`config.mk`:
```
export PLATFORM = sky130hd
export DESIGN_NAME = dma_priority_resolver
export DESIGN_NICKNAME = d
export VERILOG_FILES = /design/src/rtl/dma_priority_resolver.sv
export SDC_FILE = /design/constraint.sdc
export NUM_CORES = 1
export LEC_CHECK = 0
export ABC_CLOCK_PERIOD_IN_PS = 2000
export BUFFER_PORTS_ARGS = -buffer_cell sky130_fd_sc_hd__buf_2
export CAP_MARGIN = 20
export CELL_PAD_IN_SITES_DETAIL_PLACEMENT = 1
export CELL_PAD_IN_SITES_GLOBAL_PLACEMENT = 2
export CORE_ASPECT_RATIO = 1.1
export CORE_UTILIZATION = 25
export DETAILED_ROUTE_END_ITERATION = 7
export GPL_ROUTABILITY_DRIVEN = 1
export PLACE_DENSITY_LB_ADDON = 0.1
export SLEW_MARGIN = 25
export SYNTH_ARGS = -nofsm -noshare
export SYNTH_HDL_FRONTEND = slang
export SYNTH_SLANG_ARGS = --single-unit
```
`constraint.sdc`:
```
create_clock -name CLK -period 2 [get_ports CLK]
set_clock_uncertainty 0.1 [all_clocks]
set_input_delay 0.2 -clock CLK [delete_from_list [all_inputs] [get_ports CLK]]
set_output_delay 0.2 -clock CLK [all_outputs]
set_load 0.005 [all_outputs]
```
`src/rtl/dma_priority_resolver.sv`:
```
// dma_priority_resolver
// Channel arbiter for a 4-channel 8237A-style DMA controller. Merges the
// hardware DREQ pins with the software request and mask registers, handles
// the HRQ/HLDA handshake with the bus master, and grants one channel with
// DACK until the timing-control block reports end of service.

module dma_priority_resolver #(
    parameter int SYNC_STAGES = 2
) (
    input  logic       CLK,
    input  logic       RESET,
    input  logic [3:0] dreq,
    input  logic [7:0] command_reg,
    input  logic [3:0] request_reg,
    input  logic [3:0] mask_reg,
    input  logic       hlda,
    input  logic       svc_done,
    output logic       hrq,
    output logic [3:0] dack,
    output logic       grant_valid,
    output logic [1:0] grant_ch,
    output logic [3:0] pending
);

    // A synchronizer chain needs at least one flop, whatever the parameter says
    localparam int STAGES = (SYNC_STAGES < 1) ? 1 : SYNC_STAGES;

    localparam logic [1:0] ST_IDLE    = 2'd0;
    localparam logic [1:0] ST_REQ     = 2'd1;
    localparam logic [1:0] ST_GRANT   = 2'd2;
    localparam logic [1:0] ST_RELEASE = 2'd3;

    logic [3:0] sync_q [STAGES];
    logic [3:0] dreq_s;
    logic [3:0] eff_req;
    logic [1:0] state;
    logic [1:0] top;
    logic [1:0] base;
    logic [1:0] cand;
    logic [1:0] winner;
    logic       found;
    logic [3:0] dack_hi;
    logic       ctrl_disable;
    logic       rotate_mode;
    logic       unused_cmd_bits;

    assign ctrl_disable    = command_reg[2];
    assign rotate_mode     = command_reg[4];
    assign unused_cmd_bits = ^{command_reg[5], command_reg[3], command_reg[1:0]};

    // Bring the asynchronous DREQ pins into the clock domain
    always_ff @(posedge CLK or negedge RESET) begin
        if (!RESET) begin
            for (int i = 0; i < STAGES; i++) begin
                sync_q[i] <= 4'b0000;
            end
        end else begin
            sync_q[0] <= dreq;
            for (int i = 1; i < STAGES; i++) begin
                sync_q[i] <= sync_q[i-1];
            end
        end
    end

    assign dreq_s  = sync_q[STAGES-1] ^ {4{command_reg[6]}};
    assign eff_req = (dreq_s & ~mask_reg) | request_reg;

    // Register the effective request vector; it drives both the FSM and status
    always_ff @(posedge CLK or negedge RESET) begin
        if (!RESET) begin
            pending <= 4'b0000;
        end else begin
            pending <= eff_req;
        end
    end

    // Pick the first pending channel, scanning from channel 0 or from top
    always_comb begin
        base   = rotate_mode ? top : 2'd0;
        cand   = 2'd0;
        winner = 2'd0;
        found  = 1'b0;
        for (int k = 0; k < 4; k++) begin
            cand = base + 2'(k);
            if (!found && pending[cand]) begin
                winner = cand;
                found  = 1'b1;
            end
        end
    end

    // Hold handshake, grant latching and rotation pointer update
    always_ff @(posedge CLK or negedge RESET) begin
        if (!RESET) begin
            state       <= ST_IDLE;
            hrq         <= 1'b0;
            grant_valid <= 1'b0;
            grant_ch    <= 2'd0;
            top         <= 2'd0;
        end else begin
            case (state)
                ST_IDLE: begin
                    if (!ctrl_disable && (pending != 4'b0000)) begin
                        hrq   <= 1'b1;
                        state <= ST_REQ;
                    end
                end
                ST_REQ: begin
                    if ((pending == 4'b0000) || ctrl_disable) begin
                        hrq   <= 1'b0;
                        state <= ST_IDLE;
                    end else if (hlda) begin
                        grant_ch    <= winner;
                        grant_valid <= 1'b1;
                        state       <= ST_GRANT;
                    end
                end
                ST_GRANT: begin
                    if (svc_done) begin
                        grant_valid <= 1'b0;
                        hrq         <= 1'b0;
                        top         <= grant_ch + 2'd1;
                        state       <= hlda ? ST_RELEASE : ST_IDLE;
                    end else if (!hlda) begin
                        grant_valid <= 1'b0;
                        hrq         <= 1'b0;
                        state       <= ST_IDLE;
                    end
                end
                ST_RELEASE: begin
                    hrq <= 1'b0;
                    if (!hlda) begin
                        state <= ST_IDLE;
                    end
                end
                default: begin
                    hrq         <= 1'b0;
                    grant_valid <= 1'b0;
                    state       <= ST_IDLE;
                end
            endcase
        end
    end

    // DACK follows the grant combinationally so it is correct even in reset
    always_comb begin
        dack_hi = grant_valid ? (4'b0001 << grant_ch) : 4'b0000;
        dack    = command_reg[7] ? dack_hi : ~dack_hi;
    end

endmodule

```
==> impl_metrics.csv <==
group,metric,value,unit
die,num_rows,24,
global_route,grt_pass1_wl,4278,µm
logic_synthesis,syn_inst,109,
power_and_ir_drop,power_density,1062,nW/µm²
timing,rsz0062_at_grt,"false",
timing,max_freq,555.6,MHz
run,maxCapViolations,0,
finish,syn_to_final_growth,29.48,%
global_route,grt_pass1_vias,971,
logic_synthesis,synth-main-ff-cell,"dfrtp_1",
min_path,worstHoldEndpoint,"pending[2]$_DFF_PN0_",
power_and_ir_drop,comb_power_share,33.2,%
power_and_ir_drop,switching_share,33.84,%
logic_synthesis,synth_nets,137,
logic_synthesis,synth_edf_count,0,
logic_synthesis,synth_area_leaders,"dfrtp_1 46%, ha_1 4.6%, nand2_1 3.5%, a21oi_1 3.2%, xnor2_1 3.2%",
setup_path,cp-end-kind,"flip-flop",
setup_path,crit_start,"top[0]$_DFFE_PN0P_",
logic_synthesis,syn_area,1082,µm²
setup_path,rr_endpoint,"grant_ch[0]$_DFFE_PN0P_",
min_path,hold_path.class,"in -> reg",
setup_path,arrival,1820,ps
cts,post-cts-setup-buffers,0,
die,die_x,64.74,µm
min_path,hp-start,"mask_reg[2]",
drt,wirelength,2523,µm
cts,tritoncts,"built",
placed_design,placed_area,1280,µm²
cts,root_buffer,"clkbuf_8",
logic_synthesis,yosysTopAreaCellShare,46.24,%
timing,period_needed,1800,ps
placed_design,place_hpwl,1959,µm
min_path,holdPathStages,2,
timing,tightest_slew,467.7,ps
finish,antenna_cells,0,
setup_path,worstSetupStartpointType,"flip-flop",
cts,clkTransAtPathRegs,80,ps
setup_path,rrSetupSlack,200,ps
die,start_util,26.70,%
cts,cts_max_path_buffers,2,
drt,ant_nets,0,
global_route,grt_max_degree,21,
power_and_ir_drop,ir_drop,543.7,µV
global_route,grt_overflow,0,
die,core,4054,µm²
logic_synthesis,synth-seq-cells,20,
global_route,antenna_found_initial,0,
timing,finalCritPeriodShare,90.00,%
setup_path,r2r_start,"top[0]$_DFFE_PN0P_",
cts,clock_latency,260,ps
global_route,top_usage_layer,"met2",
logic_synthesis,yosysSeqAreaShare,46.24,%
logic_synthesis,yosys.area.top_type,"dfrtp_1",
finish,fin_area,1401,µm²
die,dieHeight,71.01,µm
timing,setup_viol,0,
die,num_io_pins,36,
drt,viasPerCell,4.792,
timing,fin_tns_setup,0,ps
finish,nets,174,
timing,slew_headroom,68.82,%
placed_design,numPortBuffers,31,
drt,drtIter0Drc,36,
finish,layout-drive-gt1-share,28.28,%
cts,cts.sinks,20,
status,status,"finished, final reports clean",
global_route,met3_usage,2.581,%
timing,drv_slew,0,
logic_synthesis,syn_avg_cell_area,9.929,µm²
logic_synthesis,ys_types,32,
power_and_ir_drop,p_leak,0.0006302,µW
power_and_ir_drop,power.switching,503.5,µW
power_and_ir_drop,clkPwrFrac,27.0,%
drt,avgRoutedWirePerCell,12.81,µm
timing,finalHoldViolations,0,
setup_path,worstPathRequired,2020,ps
setup_path,rr_worst_depth,5,
cts,numCtsBuffers,3,
drt,drc,0,
logic_synthesis,async_flop_share,100.0,%
power_and_ir_drop,intPower,984.2,µW
cts,h-tree-depth,1,
drt,first_pass_iters,4,
setup_path,crit_type,"reg -> reg",
global_route,track_usage,11.86,%
placed_design,routabilityCongestion,0.7939,
global_route,global_route.usage.met2,20.49,%
drt,num_vias,944,
power_and_ir_drop,p_seq_share,39.8,%
logic_synthesis,synth_warnings,0,
global_route,met1_usage,14.82,%
setup_path,critPathMaxFanout,16,
die,dieArea,4597,µm²
[per-layer routing]
| layer | part of all wire (%) | wire (µm) | up-vias |
|---|---|---|---|
| met3 | 5.1 | 129 | 2 |
| met1 | 44 | 1119 | 460 |
| li1 | - | - | 453 |
| met5 | 0 | 0 | - |
| met2 | 50 | 1259 | 29 |
| met4 | 0.59 | 15 | 0 |
[cell usage after synthesis (all sizes together) (2+ instances only)]
cell type / n
ha: 4
o21bai: 4
dfrtp: 20
a31oi: 2
nor2: 6
a21oi: 7
nand2b: 5
nand2: 11
nand3: 4
o21ai: 6
buf: 4
o22ai: 5
xnor2: 4
xor2: 4
inv: 4
nor2b: 4
nand3b: 3
[how the worst max path moves through the flow]
stage,to,cells past startpoint,slack (ps)
after detailed placement,grant_ch[0]$_DFFE_PN0P_,5,220
final,grant_ch[0]$_DFFE_PN0P_,5,200
after global routing,grant_ch[0]$_DFFE_PN0P_,5,80
after floorplan,grant_ch[0]$_DFFE_PN0P_,6,470
after global placement,grant_ch[0]$_DFFE_PN0P_,5,280
after CTS,grant_ch[0]$_DFFE_PN0P_,5,200
[power by group through the flow]
stage	Sequential [µW]	Combinational, µW	Clock (µW)
final	592	493	402
after global routing	611	558	432
after CTS	595	504	413
after detailed placement	605	495	0
after global placement	598	481	0
after floorplan	547	350	0
[metrics by stage]
stage | power, µW | instances | util [%] | hold WS, ps | worst slack (ps)
3_5_place_dp | 1100 | 188 | 31.57 | 76.22 | 218.5
5_1_grt | 1601 | 197 | 34.57 | 18.25 | 75.96
2_1_floorplan | 897.7 | 109 | - | -195.6 | 473.8
4_1_cts | 1512 | 197 | 34.57 | 4.378 | 195.1
3_3_place_gp | 1080 | 188 | 31.57 | 68.53 | 281.8
6_report | 1488 | 197 | 34.57 | 7.047 | 200.0
[area by class of cell]
cell class	count	area, µm²
Clock buffer	3	41.29
Clock inverter	1	30.03
Fill cell	483	2653
Inverter	4	15.01
Multi-Input combinational cell	80	536.8
Sequential cell	20	500.5
Tap cell	52	65.06
Timing Repair Buffer	37	212.7
[cell usage in the layout, fill, tap and decap left out, types with 2 or more instances in the layout]
| cell | count |
|---|---|
| o21ai_0 | 5 |
| dfrtp_1 | 20 |
| clkbuf_8 | 3 |
| xnor2_1 | 4 |
| nor2_1 | 6 |
| a31oi_1 | 2 |
| o21bai_1 | 4 |
| a21oi_1 | 7 |
| nand3b_1 | 3 |
| o22ai_1 | 5 |
| nand2_1 | 10 |
| nand2b_1 | 5 |
| nor2b_1 | 4 |
| nand3_1 | 4 |
| inv_1 | 4 |
| xor2_1 | 4 |
| dlygate4sd3_1 | 5 |
| buf_2 | 31 |
| ha_1 | 4 |
[flip-flops by register name, indices dropped and copies added, names as in the netlist]
name	flops
grant_ch	2
grant_valid	1
hrq	1
pending	4
state	2
sync_q	8
top	2
[worst max-delay path, cell delays in order (launching register included)]
cell and delay [ps]:
dfrtp_1 630, nor2b_1 110, a21oi_1 240, o22ai_1 110, o311ai_0 330, a31oi_1 140
[cell families after synthesis]
group / Yosys count / share of synthesized area, %
flops: 20 / 46.24
compound gates: 31 / 18.73
simple gates: 36 / 18.73
buf+inv: 9 / 4.161
mux: 1 / 1.040
xor+xnor: 8 / 6.473
fa+ha+maj: 4 / 4.624
[what timing repair did]
action	CTS	global route
gates resized for setup	0	0
hold endpoints to repair	24	0
hold buffers	5	0
No activity file was read; power rests on OpenSTA's default activity.
